==> src/rtl/sfp_id_reader.sv <==
// SFP serial-ID reader: two-wire master that fetches NUM_BYTES from the module EEPROM.
// Define SFP_ID_CHECKSUM_EN to build the CC_BASE checksum check over offsets 0..63.
module sfp_id_reader #(
   parameter int         CLK_DIV   = 100,
   parameter int         NUM_BYTES = 64,
   parameter logic [6:0] DEV_ADDR  = 7'h50
) (
   input  logic       i_clk,
   input  logic       i_res_n,
   input  logic       i_start,
   input  logic       i_mod_def0,
   input  logic       i_scl,
   input  logic       i_sda,
   output logic       o_scl_oe,
   output logic       o_sda_oe,
   output logic       o_busy,
   output logic [7:0] o_data,
   output logic [7:0] o_addr,
   output logic       o_valid,
   output logic       o_done,
   output logic       o_err,
   output logic       o_cks_ok
);

   localparam int             CW       = (CLK_DIV > 1) ? $clog2(CLK_DIV) : 1;
   localparam logic [CW-1:0]  CNT_MAX  = CW'(CLK_DIV - 1);
   localparam logic [7:0]     LAST_IDX = 8'(NUM_BYTES - 1);

   typedef enum logic [3:0] {
      IDLE, START, ADDR_W, WORD_ADDR, RSTART, ADDR_R, READ, MACK, STOP, DONE
   } state_t;

   state_t          state_reg, state_next;
   logic [CW-1:0]   cnt_reg, cnt_next;
   logic [1:0]      q_reg, q_next;
   logic [3:0]      bit_cnt_reg, bit_cnt_next;
   logic [7:0]      shift_reg, shift_next;
   logic [7:0]      rx_idx_reg, rx_idx_next;
   logic [7:0]      data_reg, data_next;
   logic [7:0]      addr_reg, addr_next;
   logic            valid_reg, valid_next;
   logic            err_reg, err_next;
   logic            nack_reg, nack_next;
   logic            last_reg, last_next;
   logic            abort_reg, abort_next;
   logic            sda_oe_reg;
   logic [1:0]      scl_sync_reg, sda_sync_reg;

   logic            scl_in, sda_in;
   logic            scl_drive, sda_drive;
   logic            stretch, tick, sample, bit_end, start_req;

   assign scl_in    = scl_sync_reg[1];
   assign sda_in    = sda_sync_reg[1];
   assign o_busy    = (state_reg != IDLE) && (state_reg != DONE);
   assign o_done    = (state_reg == DONE);
   assign o_scl_oe  = scl_drive;
   assign o_sda_oe  = sda_oe_reg;
   assign o_data    = data_reg;
   assign o_addr    = addr_reg;
   assign o_valid   = valid_reg;
   assign o_err     = err_reg;
   assign start_req = (state_reg == IDLE) && i_start;

   // A released SCL still seen low means the slave is stretching the clock.
   assign stretch = !scl_drive && !scl_in;
   assign tick    = o_busy && !stretch && (cnt_reg == CNT_MAX);
   assign sample  = tick && (q_reg == 2'd2);
   assign bit_end = tick && (q_reg == 2'd3);

   always_comb begin
      scl_drive = 1'b0;
      sda_drive = 1'b0;
      case (state_reg)
         START:  sda_drive = q_reg[1];
         RSTART: begin
            scl_drive = !q_reg[1];
            sda_drive = (q_reg == 2'd3);
         end
         ADDR_W, WORD_ADDR, ADDR_R: begin
            scl_drive = !q_reg[1];
            sda_drive = (bit_cnt_reg != 4'd8) && !shift_reg[7];
         end
         READ:   scl_drive = !q_reg[1];
         MACK: begin
            scl_drive = !q_reg[1];
            sda_drive = !last_reg;
         end
         STOP: begin
            scl_drive = !q_reg[1];
            sda_drive = (q_reg != 2'd3);
         end
         default: ;
      endcase
   end

   always_comb begin
      state_next   = state_reg;
      cnt_next     = cnt_reg;
      q_next       = q_reg;
      bit_cnt_next = bit_cnt_reg;
      shift_next   = shift_reg;
      rx_idx_next  = rx_idx_reg;
      data_next    = data_reg;
      addr_next    = addr_reg;
      valid_next   = 1'b0;
      err_next     = err_reg;
      nack_next    = nack_reg;
      last_next    = last_reg;
      abort_next   = abort_reg | (o_busy & i_mod_def0);

      if (!o_busy) begin
         cnt_next = '0;
         q_next   = 2'd0;
      end else if (!stretch) begin
         if (cnt_reg == CNT_MAX) begin
            cnt_next = '0;
            q_next   = q_reg + 2'd1;
         end else begin
            cnt_next = cnt_reg + CW'(1);
         end
      end

      case (state_reg)
         IDLE: begin
            if (i_start) begin
               if (!i_mod_def0) begin
                  state_next  = START;
                  err_next    = 1'b0;
                  abort_next  = 1'b0;
                  rx_idx_next = 8'd0;
                  last_next   = 1'b0;
               end else begin
                  state_next = DONE;
                  err_next   = 1'b1;
               end
            end
         end
         START: begin
            if (bit_end) begin
               state_next   = ADDR_W;
               shift_next   = {DEV_ADDR, 1'b0};
               bit_cnt_next = 4'd0;
            end
         end
         ADDR_W, WORD_ADDR, ADDR_R: begin
            if (sample && (bit_cnt_reg == 4'd8))
               nack_next = sda_in;
            if (bit_end) begin
               if (bit_cnt_reg != 4'd8) begin
                  bit_cnt_next = bit_cnt_reg + 4'd1;
                  shift_next   = {shift_reg[6:0], 1'b0};
               end else begin
                  bit_cnt_next = 4'd0;
                  if (nack_reg) begin
                     state_next = STOP;
                     err_next   = 1'b1;
                  end else if (state_reg == ADDR_W) begin
                     state_next = WORD_ADDR;
                     shift_next = 8'h00;
                  end else if (state_reg == WORD_ADDR) begin
                     state_next = RSTART;
                  end else begin
                     state_next = READ;
                  end
               end
            end
         end
         RSTART: begin
            if (bit_end) begin
               state_next   = ADDR_R;
               shift_next   = {DEV_ADDR, 1'b1};
               bit_cnt_next = 4'd0;
            end
         end
         READ: begin
            if (sample) begin
               shift_next = {shift_reg[6:0], sda_in};
               if (bit_cnt_reg == 4'd7) begin
                  data_next   = {shift_reg[6:0], sda_in};
                  addr_next   = rx_idx_reg;
                  valid_next  = 1'b1;
                  last_next   = (rx_idx_reg == LAST_IDX);
                  rx_idx_next = rx_idx_reg + 8'd1;
               end
            end
            if (bit_end) begin
               if (bit_cnt_reg == 4'd7) begin
                  state_next   = MACK;
                  bit_cnt_next = 4'd0;
               end else begin
                  bit_cnt_next = bit_cnt_reg + 4'd1;
               end
            end
         end
         MACK: begin
            if (bit_end)
               state_next = last_reg ? STOP : READ;
         end
         STOP: begin
            if (bit_end) begin
               state_next = DONE;
               err_next   = err_reg | abort_next;
            end
         end
         DONE:    state_next = IDLE;
         default: state_next = IDLE;
      endcase

      // Module removal ends the frame cleanly at the next bit boundary.
      if (bit_end && abort_next && (state_reg != STOP)) begin
         state_next = STOP;
         err_next   = 1'b1;
      end
   end

   always_ff @(posedge i_clk or negedge i_res_n) begin
      if (!i_res_n) begin
         state_reg    <= IDLE;
         cnt_reg      <= '0;
         q_reg        <= 2'd0;
         bit_cnt_reg  <= 4'd0;
         shift_reg    <= 8'h00;
         rx_idx_reg   <= 8'd0;
         data_reg     <= 8'h00;
         addr_reg     <= 8'h00;
         valid_reg    <= 1'b0;
         err_reg      <= 1'b0;
         nack_reg     <= 1'b0;
         last_reg     <= 1'b0;
         abort_reg    <= 1'b0;
         sda_oe_reg   <= 1'b0;
         scl_sync_reg <= 2'b11;
         sda_sync_reg <= 2'b11;
      end else begin
         state_reg    <= state_next;
         cnt_reg      <= cnt_next;
         q_reg        <= q_next;
         bit_cnt_reg  <= bit_cnt_next;
         shift_reg    <= shift_next;
         rx_idx_reg   <= rx_idx_next;
         data_reg     <= data_next;
         addr_reg     <= addr_next;
         valid_reg    <= valid_next;
         err_reg      <= err_next;
         nack_reg     <= nack_next;
         last_reg     <= last_next;
         abort_reg    <= abort_next;
         // SDA lags SCL by one clock so data never moves near the SCL falling edge.
         sda_oe_reg   <= sda_drive;
         scl_sync_reg <= {scl_sync_reg[0], i_scl};
         sda_sync_reg <= {sda_sync_reg[0], i_sda};
      end
   end

`ifdef SFP_ID_CHECKSUM_EN
   logic [7:0] cks_acc_reg;
   logic       cks_match_reg;
   logic       cks_ok_reg;

   always_ff @(posedge i_clk or negedge i_res_n) begin
      if (!i_res_n) begin
         cks_acc_reg   <= 8'h00;
         cks_match_reg <= 1'b0;
         cks_ok_reg    <= 1'b0;
      end else if (start_req) begin
         cks_acc_reg   <= 8'h00;
         cks_match_reg <= 1'b0;
         cks_ok_reg    <= 1'b0;
      end else begin
         if (valid_reg && (addr_reg < 8'd63))
            cks_acc_reg <= cks_acc_reg + data_reg;
         if (valid_reg && (addr_reg == 8'd63))
            cks_match_reg <= (data_reg == cks_acc_reg);
         if ((state_reg == STOP) && (state_next == DONE))
            cks_ok_reg <= cks_match_reg && !err_next && (NUM_BYTES >= 64);
      end
   end

   assign o_cks_ok = cks_ok_reg;
`else
   assign o_cks_ok = 1'b0;
`endif

endmodule

==> config.mk <==
export PLATFORM = sky130hd
export DESIGN_NAME = sfp_id_reader
export DESIGN_NICKNAME = d
export VERILOG_FILES = /design/src/rtl/sfp_id_reader.sv
export SDC_FILE = /design/constraint.sdc
export NUM_CORES = 1
export LEC_CHECK = 0
export CORE_ASPECT_RATIO = 0.9
export CORE_MARGIN = 8
export CORE_UTILIZATION = 50
export DETAILED_ROUTE_END_ITERATION = 10
export PLACE_DENSITY = 0.71
export SLEW_MARGIN = 20
export SYNTH_ARGS = -nofsm -noshare
export SYNTH_HDL_FRONTEND = slang
export SYNTH_SLANG_ARGS = --single-unit
==> constraint.sdc <==
create_clock -name i_clk -period 2.6 [get_ports i_clk]
set_input_delay 0.52 -clock i_clk [delete_from_list [all_inputs] [get_ports i_clk]]
set_output_delay 0.52 -clock i_clk [all_outputs]
set_load 0.02 [all_outputs]
==> qor.txt <==
Overall Power = 1.92 mW
syn_nets = 328
largest net degree at the start of global routing = 37
Worst Hold Class = primary input to async pin
maximum vdd drop = 0.467 mV
worst skew pair latency = 0.35 ns
Final Cycle Share = 0.958
fin cells = 451
Worst EP required = 2.08 ns
Int Power = 1.53 mW
CTS Hold Buffers Added = 0
total gr overflow = 0
register area share after synthesis = 0.457
Placed Cells = 436
die outline width = 101 um
fmax = 0.401 GHz
worst slew pin tran = 0.589 ns
Max Cap Viol = 0
most common cell after layout, fill and taps aside = dfrtp_1
ANT nets after route = 0
Syn Inst Count = 316
Yosys cell types = 63
Power Density = 486 nW/um^2
routed vias = 2614
CP endpoint kind = output port
kind of critical path = register to output port
status = finished clean
average wire per standard cell = 16.6 um
top_reg_cell synth = dfrtp_1
RSZ-0062 raised after global routing = false
final hold vios = 0
Comb power frac = 0.020
CP max stage delay = 0.54 ns
R2R setup slack = 0.18 ns
Reg2Reg Launch Point = state_reg[3]
CTS Buffer Depth = 2
crit-path cells = or2_1, nor3_4, inv_1, clkdlybuf4s50_1
Worst R2R End = rx_idx_reg[7]
port bufs = 27
First-pass DRT Iterations = 4
skew final = 0.00985 ns
Row Count = 28
Worst Path Arrival = 1.97 ns
vias in the first global route = 2675
Lkg Pwr = 1.69 nW
Clock Pin Slew Worst Setup and Hold Paths = 0.07 ns
dpl hpwl = 5380 um
fin crit period = 2.49 ns
vias per cell = 5.80
CP top delay family = buffers and inverters
Pins Over Slew Limit = 0
flops & latches, synth = 59
ys async rst share = 1.00
Total Wirelength = 7480 um
NumNets Final = 369
CP Buf/Inv Count = 2
core area = 6410 sq um
Residual DRC = 0
NetSw = 0.394 mW
crit path max fanout = 10
global-route wire length before repair = 13000 um
Area Overhead vs Synth = 21.7%
setup TNS = 0 ns
CTS tree = done
Yosys top cell by area = dfrtp_1
ANT cells = 0
EDFF count, synth = 0
initial antenna violation count = 0
top cells by area, synth = dfrtp_1 42%, mux2_1 5.6%, dfstp_2 3.2%
Rel. slew slack = 0.607
Initial Utilization = 0.506
clk sinks = 59
CTS buffer count = 9
die height = 92.4 um
crit path launch type = register
fill cell count = 536
R2R cell count = 7
yosys warns = 0
drt initial violations = 204
Clk pwr share = 0.494
I/O Pins = 29
Avg Synthesized Cell Area = 10.3 sq um
Root Buffer = clkbuf_8
most frequent cells in the layout = 53 x dfrtp_1, 27 x nor2_1, 24 x clkdlybuf4s50_1, 23 x nand2_1, 19 x o21ai_0
gr usage total = 0.176
routability cong. = 0.885
synthesized area = 3240 sq um
final setup violation count = 0
area fraction of the dominant cell type after synthesis = 0.424
sequential share of power = 0.486
cell with the largest stage delay on the worst path = clkdlybuf4s50_1
H-tree depth = 3
die area = 9330 sq um
switching share of power = 0.205
layout cell share with drive strength beyond 1 = 0.161
[layout make-up]
class	count	area [sq um]	share of cell area
clock buffer	11	151	0.0383
clock inverter	4	73.8	0.0187
inverter	16	60.1	0.0152
multi-input combinational	226	1640	0.415
sequential	59	1480	0.376
tap	90	113	0.0285
timing repair buffer	45	427	0.108
[stage by stage]
step	instance area, sq um	worst slack (ns)	hold WS (ns)	utilization
finish	3950	0.109	0.168	0.616
global route	3950	0.0240	0.210	0.616
CTS	3940	0.0101	0.178	0.614
detailed placement	3710	0.162	0.349	0.578
global placement	3710	0.160	0.345	0.578
floorplan	3240	0.205	0.224	-
[worst max-delay path by stage]
stage	start	to	depth (start not counted)
6_report	state_reg[1]	o_busy	4
5_1_grt	state_reg[1]	o_busy	4
4_1_cts	state_reg[1]	o_done	4
3_5_place_dp	state_reg[1]	rx_idx_reg[7]	7
3_3_place_gp	state_reg[1]	o_data[0]	6
2_1_floorplan	cnt_reg[0]	shift_reg[5]	8
[power by group through the flow]
stage	combinational, mW	sequential, mW	clock [mW]
final	0.0387	0.933	0.949
after CTS	0.0405	0.933	0.969
after floorplan	0.00702	0.949	0
after global placement	0.0394	0.949	0
after detailed placement	0.0401	0.950	0
after global routing	0.0446	0.933	1.01
[routing by layer]
metal | track usage | routed length, um | vias up
met3 | 0.0570 | 544 | 19
met5 | 0 | 0 | -
met1 | 0.225 | 3370 | 1271
met4 | 0.0793 | 186 | 0
li1 | - | - | 1237
met2 | 0.265 | 3380 | 87
[synthesized netlist by cell type (4+ instances only)]
library cell,count
nand3_1,8
o21ai_0,19
o211ai_1,6
o22ai_1,4
nor3_1,6
dfrtp_1,55
mux2_1,16
nor2_1,27
nand3b_1,8
clkbuf_1,6
ha_1,6
o32ai_1,4
mux2i_1,7
nand2b_1,4
a211oi_1,6
nand2_1,23
a21oi_1,10
nand4_1,6
buf_2,5
dfstp_2,4
xnor2_1,7
and2_1,4
inv_1,15
[repair_timing]
action	in CTS	in global routing
buffers inserted	0	0
gates resized for setup	2	4
endpoints found under the setup margin	2	3
[cells by family (layout without fill, tap and decap cells)]
group	after synthesis	after routing	share of synthesized area
AO/OA/AOI/OAI	74	74	0.171
AND/OR/NAND/NOR	107	107	0.183
XOR/XNOR	10	10	0.0270
adder cells (fa/ha/maj)	6	6	0.0231
other	1	1	0.00116
multiplexers	28	28	0.0968
flip-flops	59	59	0.457
buffers and inverters	31	76	0.0413
Power figures use the tool's default switching activity.
